**config.mk**
```make
export PLATFORM = sky130hd
export DESIGN_NAME = ebpc_decoder_ctrl
export DESIGN_NICKNAME = d
export VERILOG_FILES = /design/src/rtl/ebpc_decoder_ctrl.sv
export SDC_FILE = /design/constraint.sdc
export NUM_CORES = 1
export LEC_CHECK = 0
export ABC_AREA = 0
export CORE_MARGIN = 1.5
export CORE_UTILIZATION = 40
export CTS_CLUSTER_DIAMETER = 50
export CTS_CLUSTER_SIZE = 12
export DETAILED_ROUTE_END_ITERATION = 8
export DONT_BUFFER_PORTS = 1
export GPL_TIMING_DRIVEN = 0
export HOLD_SLACK_MARGIN = 0.1
export PLACE_DENSITY_LB_ADDON = 0.25
export SLEW_MARGIN = 20
export SYNTH_ARGS = -nofsm -noshare
export SYNTH_HDL_FRONTEND = slang
export SYNTH_SLANG_ARGS = --single-unit
```
**constraint.sdc**
```tcl
create_clock -name clk_i -period 4.5 [get_ports clk_i]
set_input_delay 0.225 -clock clk_i [delete_from_list [all_inputs] [get_ports clk_i]]
set_output_delay 0.225 -clock clk_i [all_outputs]
set_load 0.02 [all_outputs]
```
**src/rtl/ebpc_decoder_ctrl.sv**
```systemverilog
// ebpc_decoder_ctrl: job-level sequencer for one symbol_decoder and its input unpacker
// Ports: clk_i/rst_ni clock and async active-low reset; start_i/num_blocks_i/abort_i job control;
//   busy_o/done_o/err_o/blocks_done_o job status; dec_clr_o soft clear to decoder and unpacker;
//   in_vld_i/in_rdy_o unpacker side, in_vld_o/in_rdy_i decoder data side;
//   dec_push_i/dec_vld_i/dec_rdy_o decoder output side; space_ok_i downstream FIFO headroom.
// Optional stall watchdog: define EBPC_DEC_CTRL_WDT_EN.
module ebpc_decoder_ctrl #(
    parameter int CNT_W      = 24,
    parameter int WDT_CYCLES = 1024
) (
    input  logic             clk_i,
    input  logic             rst_ni,
    input  logic             start_i,
    input  logic [CNT_W-1:0] num_blocks_i,
    input  logic             abort_i,
    output logic             busy_o,
    output logic             done_o,
    output logic             err_o,
    output logic [CNT_W-1:0] blocks_done_o,
    output logic             dec_clr_o,
    input  logic             in_vld_i,
    output logic             in_rdy_o,
    output logic             in_vld_o,
    input  logic             in_rdy_i,
    input  logic             dec_push_i,
    input  logic             dec_vld_i,
    output logic             dec_rdy_o,
    input  logic             space_ok_i
);
    typedef enum logic [1:0] {IDLE, CLEAR, RUN, DONE} state_e;
    state_e           state_q, state_d;
    logic [CNT_W-1:0] num_q, num_d, cnt_q, cnt_d;
    logic             blk_active_q, blk_active_d, ab_q, ab_d;
    logic             run, good_vld, trip;

    if (WDT_CYCLES < 1) begin : g_bad_wdt
        $error("WDT_CYCLES must be at least 1");
    end

    assign run      = state_q == RUN;
    // a block end seen after the job's quota is a protocol error and is not counted
    assign good_vld = dec_vld_i & (cnt_q != num_q);

`ifdef EBPC_DEC_CTRL_WDT_EN
    localparam int               WDT_W   = $clog2(WDT_CYCLES + 1);
    localparam logic [WDT_W-1:0] WDT_MAX = WDT_W'(WDT_CYCLES - 1);
    logic [WDT_W-1:0] wdt_q, wdt_d;
    logic             err_q, err_d;
    logic             stall;
    assign stall = run & blk_active_q & ~dec_push_i;
    assign wdt_d = stall ? wdt_q + 1'b1 : '0;
    // trips on the WDT_CYCLES-th consecutive stalled cycle
    assign trip  = stall & (wdt_q == WDT_MAX);
    assign err_d = (state_q == IDLE && start_i) ? 1'b0 : (err_q | trip);
    always_ff @(posedge clk_i or negedge rst_ni) begin
        if (!rst_ni) begin
            wdt_q <= '0;
            err_q <= 1'b0;
        end else begin
            wdt_q <= wdt_d;
            err_q <= err_d;
        end
    end
    assign err_o = err_q;
`else
    assign trip  = 1'b0;
    assign err_o = 1'b0;
`endif

    always_ff @(posedge clk_i or negedge rst_ni) begin
        if (!rst_ni) begin
            state_q      <= IDLE;
            num_q        <= '0;
            cnt_q        <= '0;
            blk_active_q <= 1'b0;
            ab_q         <= 1'b0;
        end else begin
            state_q      <= state_d;
            num_q        <= num_d;
            cnt_q        <= cnt_d;
            blk_active_q <= blk_active_d;
            ab_q         <= ab_d;
        end
    end

    always_comb begin
        state_d      = state_q;
        num_d        = num_q;
        cnt_d        = cnt_q;
        blk_active_d = 1'b0;
        case (state_q)
            IDLE: if (start_i) begin
                state_d = CLEAR;
                num_d   = num_blocks_i;
                cnt_d   = '0;
            end
            CLEAR: state_d = (ab_q | abort_i) ? IDLE : (num_q == '0) ? DONE : RUN;
            RUN: begin
                blk_active_d = dec_vld_i ? 1'b0 : (dec_push_i | blk_active_q);
                if (abort_i | trip) state_d = CLEAR;
                else if (good_vld) begin
                    cnt_d   = cnt_q + 1'b1;
                    state_d = (cnt_d == num_q) ? DONE : RUN;
                end
            end
            DONE: state_d = abort_i ? CLEAR : IDLE;
        endcase
        // CLEAR entered from a busy state was caused by abort or watchdog and must end in IDLE
        ab_d = (state_d == CLEAR) && (state_q != IDLE);
    end

    always_comb begin
        busy_o        = state_q != IDLE;
        done_o        = state_q == DONE;
        dec_clr_o     = state_q == CLEAR;
        blocks_done_o = cnt_q;
        in_vld_o      = run & in_vld_i;
        in_rdy_o      = run & in_rdy_i;
        // an open block keeps rdy high regardless of headroom; the decoder needs it until block end
        dec_rdy_o     = run & (blk_active_q | (space_ok_i & (cnt_q != num_q)));
    end

    a_no_extra_blk: assert property (@(posedge clk_i) disable iff (!rst_ni)
        !(run && dec_vld_i && cnt_q == num_q));
endmodule

```
# Word-level counts from Yosys, hierarchy flattened
# Cells that the tools add are included.
[classes]
addsub = 1
eq_ne = 9
muxes = 14
bitwise = 8
n_reduce_logical = 7
[ops]
columns = ["cell", "count"]
rows = [
  ["$mux W24", 3],
  ["$pmux W24 S2", 1],
  ["$add A24 B1 Y24 const B", 1],
  ["$eq A24 B24 Y1", 1],
  ["$logic_not A24 Y1", 1],
  ["$ne A24 B24 Y1", 1],
  ["$mux W2", 4],
  ["$pmux W2 S4", 1],
  ["$and A1 B1 Y1", 5],
  ["$mux W1", 5],
  ["$eq A2 B1 Y1 const B", 2],
  ["$eq A2 B2 Y1 const B", 2],
  ["$ne A2 B2 Y1 const B", 2],
  ["$reduce_and A4 Y1", 1],
  ["$reduce_bool A2 Y1", 2],
  ["$or A1 B1 Y1", 3],
  ["$logic_not A2 Y1", 1],
  ["$ne A2 B1 Y1 const B", 1],
  ["$reduce_and A2 Y1", 1],
  ["$logic_and A1 B1 Y1", 1],
]
[word_totals]
regBits = 52
out_inout_bits = 31

# Longest topological paths before layout
[logic_depth]
word_depth = 8
depth_mapped = 9
mapped_depth_nobuf = 8

# Least setup slack after synthesis
# OpenSTA, ideal clock, no wires.
[synth_timing]
path_type = "flip-flop to flip-flop"
start = "register cnt_q[0], in the netlist blocks_done_o[0]"
end = "register state_q[0]"
arrival_ns = 2.361
required_ns = 4.424
setup_slack_ns = 2.062
stages_incl_launch_ff = 10
path_buffers = 1
synth_period_minus_slack_ns = 2.438
path_cell_list = "dfrtp_1 > ha_1 > and3_2 > nand2_1 > or2_1 > buf_6 > or4_1 > a22oi_1 > o2111ai_1 > o21ai_1"
[synth_via]
elab_chain_cells = 6
word_cells_on_any_way = 8
[synth_rtl]
columns = ["element", "line_no", "source"]
rows = [
  ["start: declaration", "32", "logic [CNT_W-1:0] num_q, num_d, cnt_q, cnt_d;"],
  ["start signal: assignment", "80", "cnt_q <= cnt_d;"],
  ["$add A24 B1 Y24", "102", "cnt_d = cnt_q + 1'b1;"],
  ["$eq A24 B24 Y1", "103", "state_d = (cnt_d == num_q) ? DONE : RUN;"],
  ["$mux W1", "103", ""],
  ["$mux W2 (*)", "101", "else if (good_vld) begin"],
  ["$mux W2 (*)", "100", "if (abort_i | trip) state_d = CLEAR;"],
  ["$pmux W2 S4 (*)", "91", "case (state_q)"],
  ["via state_d[0]", "31", "state_e state_q, state_d;"],
  ["end signal: assignment", "78", "state_q <= state_d;"],
  ["end: declaration", "31", ""],
]
# The timed path passes the listed nets; every way through them passes the cells marked *.
# A chain may end at the register's enable or synchronous reset.

# Worst setup path in the final report
[layout_timing]
start = "register cnt_q[21], in the netlist blocks_done_o[21]"
end = "register cnt_q[4], in the netlist blocks_done_o[4]"
[layout_via]
elab_chain_cells = 4
[layout_rtl]
columns = ["element", "line_no", "source"]
rows = [
  ["$ne A24 B24 Y1", "42", "assign good_vld = dec_vld_i & (cnt_q != num_q);"],
  ["$and A1 B1 Y1", "42", ""],
  ["$ne A2 B1 Y1 (no source line)", "-", ""],
  ["$reduce_and A4 Y1 (no source line)", "-", ""],
]
# No other way between the ends.

==> results.rst <==
.. list-table::
   :header-rows: 1

   * - Metric
     - Value
   * - Status
     - complete, no violations
   * - Launching point of the worst reg2reg path
     - blocks_done_o[21]$_DFFE_PN0P_
   * - Number of enable-type register cells in the synthesized netlist
     - 0
   * - Post-cts hold buffer count
     - 29
   * - Total routing resource utilization after global routing
     - 21.24%
   * - Floorplan row count
     - 32
   * - Cell depth of the worst hold path
     - 4
   * - Num CTS Buffers
     - 5
   * - Number of global-route vias before repair
     - 2,727
   * - Routability congestion estimate
     - 0.8881
   * - Count of input and output buffers
     - 0
   * - Minimum setup slack in the final design
     - 1.485 ns
   * - Cell at the slowest stage of the critical path
     - sky130_fd_sc_hd__or4_1
   * - Async set-reset flop share out of synthesis
     - 100.0%
   * - Initial Util
     - 41.96%
   * - Worst-path cell chain
     - xor2_1, or4_1, nor4_1, a211o_1, buf_2, buf_2, o21ai_0, a21oi_1
   * - Setup Crit Path Kind
     - reg2reg
   * - Post-synth top flop
     - sky130_fd_sc_hd__dfrtp_1
   * - Critical Path Start Type
     - register
   * - Post-CTS resize count
     - 0
   * - Worst-Skew Late Latency
     - 0.30 ns
   * - Hold/Removal Path Class
     - in2reg
   * - Average cell area after synthesis
     - 9.244 µm²
   * - Final count of negative-setup-slack endpoints
     - 0
   * - Fin. Hold Viols
     - 0
   * - Ranking of synthesized cells by area
     - sky130_fd_sc_hd__dfrtp_1, sky130_fd_sc_hd__xnor2_1, sky130_fd_sc_hd__mux2_2
   * - Net count, final
     - 428
   * - Critical path capture point type
     - register
   * - Sequential share of the synthesized area
     - 39.32%
   * - Pin count of the biggest net entering global routing
     - 53
   * - Cell area reported after detailed placement
     - 3437 µm²
   * - Antenna violations before repair
     - 0
   * - Post-CTS Setup Inserts
     - 0
   * - Max Clock Freq
     - 0.3316 GHz
   * - Proportion of netlist area held by the largest area contributor
     - 39.32%
   * - Max-slew violation count
     - 0
   * - Peak fanout along the critical path
     - 10
   * - Length of the first detailed-routing pass in iterations
     - 4
   * - H-tree depth
     - 2
   * - Die boundary width
     - 93.96 µm
   * - Max-Cap Viols
     - 0
   * - Worst R2R Path Depth
     - 8
   * - Number of primary I/O pins
     - 64
   * - Reg-to-reg slack, setup
     - 1.48 ns
   * - Peak ir drop on the vdd network
     - 0.0002046 V
   * - Most Frequent Cell on Critical Path
     - sky130_fd_sc_hd__buf_2
   * - Worst Hold Path EP
     - state_q[0]$_DFF_PN0_
   * - Capture point of the worst reg-to-reg path
     - blocks_done_o[4]$_DFFE_PN0P_
   * - Area Growth Syn to Fin
     - 15.50%
   * - Die area
     - 8828 µm²
   * - Number of warnings printed during yosys synthesis
     - 0
   * - Core footprint
     - 7888 µm²
   * - Data arrival time at the worst-slack endpoint
     - 3.24 ns
   * - Total Wirelength
     - 8.851 mm
   * - Y dimension of the die
     - 93.96 µm
   * - Residual DRC
     - 0
   * - Cell Count, Final, Fillers Out
     - 496
   * - Vias after detailed routing
     - 2,811
   * - Worst-case headroom to the max-slew limit
     - 39.88%
   * - Post-CTS clock slew at the launch and capture registers of the worst setup and hold paths
     - 0.09 ns
   * - Largest stage delay on the critical path
     - 0.58 ns
   * - Post-route cell area
     - 3822 µm²
   * - Worst Hold Slack
     - 0.2229 ns
   * - Post-Place Cells
     - 460
   * - Number of DRC violations after detailed-routing iteration 0
     - 192
   * - Sink Count
     - 52
   * - Max Buffers Root-to-Sink
     - 2
   * - Launch instance of the worst min-delay path
     - start_i
   * - Pwr dens
     - 424.5 nW/µm²
   * - Residual overflow from global routing
     - 0
   * - Total negative setup slack
     - 0 ns
   * - Global-route wire length before repair
     - 14.35 mm
   * - Worst Tran Pin Value
     - 0.8936 ns
   * - RSZ-0062 raised after global routing
     - no
   * - Overall power after layout
     - 1.623 mW
   * - Post-route clock period utilization
     - 67.01%
   * - Leak Pwr
     - 1.453 nW
   * - Per-cell routed wire length
     - 17.84 µm
   * - CTS tree
     - done
   * - Post-DP HPWL
     - 6.590 mm
   * - Required time of the critical path
     - 4.72 ns
   * - Library cell with the largest summed area after synthesis
     - sky130_fd_sc_hd__dfrtp_1
   * - Flip-flop and latch count after synthesis
     - 52
   * - Via-per-instance ratio
     - 5.667
   * - ANT cells
     - 0
   * - Minimum clock period after layout
     - 3.015 ns
   * - Post-synth net total
     - 392
   * - Final Core Density
     - 48.46%
   * - Antenna-violating nets left
     - 0
   * - Worst Setup Slack post-DPL
     - 1.593 ns
   * - Distinct cells, synth
     - 50
   * - Post-Synthesis Cells
     - 358
   * - Share of final-layout standard cells stronger than drive strength 1
     - 12.94%
   * - Clk_skew
     - 0.007836 ns
   * - Clock root cell
     - sky130_fd_sc_hd__clkbuf_8
   * - Post-synthesis cell area
     - 3309 µm²
## cell type report
| cell class | instances | area (µm²) |
|---|---|---|
| well taps | 102 | 127.6 |
| flip-flops and latches | 52 | 1301 |
| inverters | 7 | 26.28 |
| multi-input cells | 273 | 1844 |
| clock inverters | 1 | 5.005 |
| fillers | 756 | 4065 |
| plain buffers | 26 | 137.6 |
| repair buffers | 29 | 307.8 |
| clock buffers | 6 | 72.57 |
## critical path: cells and delay by family (launching register included)
| family | cells | cell delay, ns |
|---|---|---|
| and+or+nand+nor | 2 | 0.93 |
| DFF | 1 | 0.53 |
| xor gates and xnor gates | 1 | 0.25 |
| buffers and inverters | 2 | 0.57 |
| AOI/OAI and AO/OA | 3 | 0.65 |
## flip-flops by register name (all words and copies together) (netlist names)
signal         count
blocks_done_o     24
num_q             24
state_q            2
ab_q               1
blk_active_q       1
## cells in the mapped netlist, drive strengths merged (2+ instances only)
| cell | n |
|---|---|
| a31oi | 4 |
| dfrtp | 52 |
| or2 | 3 |
| or3 | 9 |
| xnor2 | 38 |
| a211o | 2 |
| nand4 | 13 |
| nor3b | 2 |
| nand3 | 14 |
| a211oi | 2 |
| o21ai | 15 |
| nor4 | 15 |
| nor2b | 3 |
| o211ai | 2 |
| inv | 7 |
| xor2 | 15 |
| nor2 | 28 |
| and2 | 4 |
| and3 | 4 |
| nor3 | 17 |
| and4 | 3 |
| a21o | 2 |
| clkbuf | 16 |
| a21oi | 18 |
| mux2 | 24 |
| buf | 10 |
| nand2 | 19 |
| o31ai | 4 |
| or4 | 3 |
## worst max-delay path by stage
stage | start | end | slack [ns] | cells after the start
after floorplan | blocks_done_o[0]$_DFFE_PN0P_ | state_q[0]$_DFF_PN0_ | 2.06 | 9
after global placement | blocks_done_o[21]$_DFFE_PN0P_ | blocks_done_o[4]$_DFFE_PN0P_ | 1.57 | 8
after detailed placement | blocks_done_o[21]$_DFFE_PN0P_ | blocks_done_o[12]$_DFFE_PN0P_ | 1.59 | 8
after CTS | blocks_done_o[21]$_DFFE_PN0P_ | blocks_done_o[4]$_DFFE_PN0P_ | 1.54 | 8
after global routing | blocks_done_o[21]$_DFFE_PN0P_ | blocks_done_o[4]$_DFFE_PN0P_ | 1.24 | 8
final | blocks_done_o[21]$_DFFE_PN0P_ | blocks_done_o[4]$_DFFE_PN0P_ | 1.48 | 8
## layout by cell type, fill, tap and decap left out, drive strengths merged, types with 2 or more instances in the layout
cell / count
or4: 3
a21oi: 18
a21o: 2
dlygate4sd3: 28
and4: 3
o21ai: 15
and2: 4
dfrtp: 52
nor3b: 2
a211oi: 2
o31ai: 4
or2: 3
nand3: 14
nand4: 13
xor2: 15
o211ai: 2
or3: 9
nor2: 28
xnor2: 38
inv: 7
nor2b: 3
nor4: 15
mux2: 24
a31oi: 4
and3: 4
nand2: 19
a211o: 2
nor3: 17
buf: 11
clkbuf: 22
## cells by family (layout without fill, tap and decap cells)
| group | after synthesis | in the layout | synth area share, % |
|---|---|---|---|
| XOR/XNOR | 53 | 53 | 14.03 |
| flip-flops | 52 | 52 | 39.32 |
| AO/OA/AOI/OAI | 53 | 53 | 9.641 |
| multiplexers | 25 | 25 | 8.469 |
| other | 1 | 1 | 0.1133 |
| AND/OR/NAND/NOR | 140 | 140 | 23.10 |
| buffers and inverters | 33 | 69 | 4.952 |
| adder cells (fa/ha/maj) | 1 | 1 | 0.3780 |
## where the power goes
part / internal (mW) / switching [mW]
Combinational: 0.306 / 0.339
Sequential: 0.585 / 0.135
Clock: 0.106 / 0.151
## metal layers
layer | global-route usage [%] | vias up | wire length [µm]
met1 | 28.38 | 1386 | 4049
li1 | - | 1345 | -
met5 | 0 | - | 0
met3 | 4.045 | 11 | 447
met4 | 6.468 | 0 | 116
met2 | 34.72 | 69 | 4237
(Power assumes the default switching activity.)
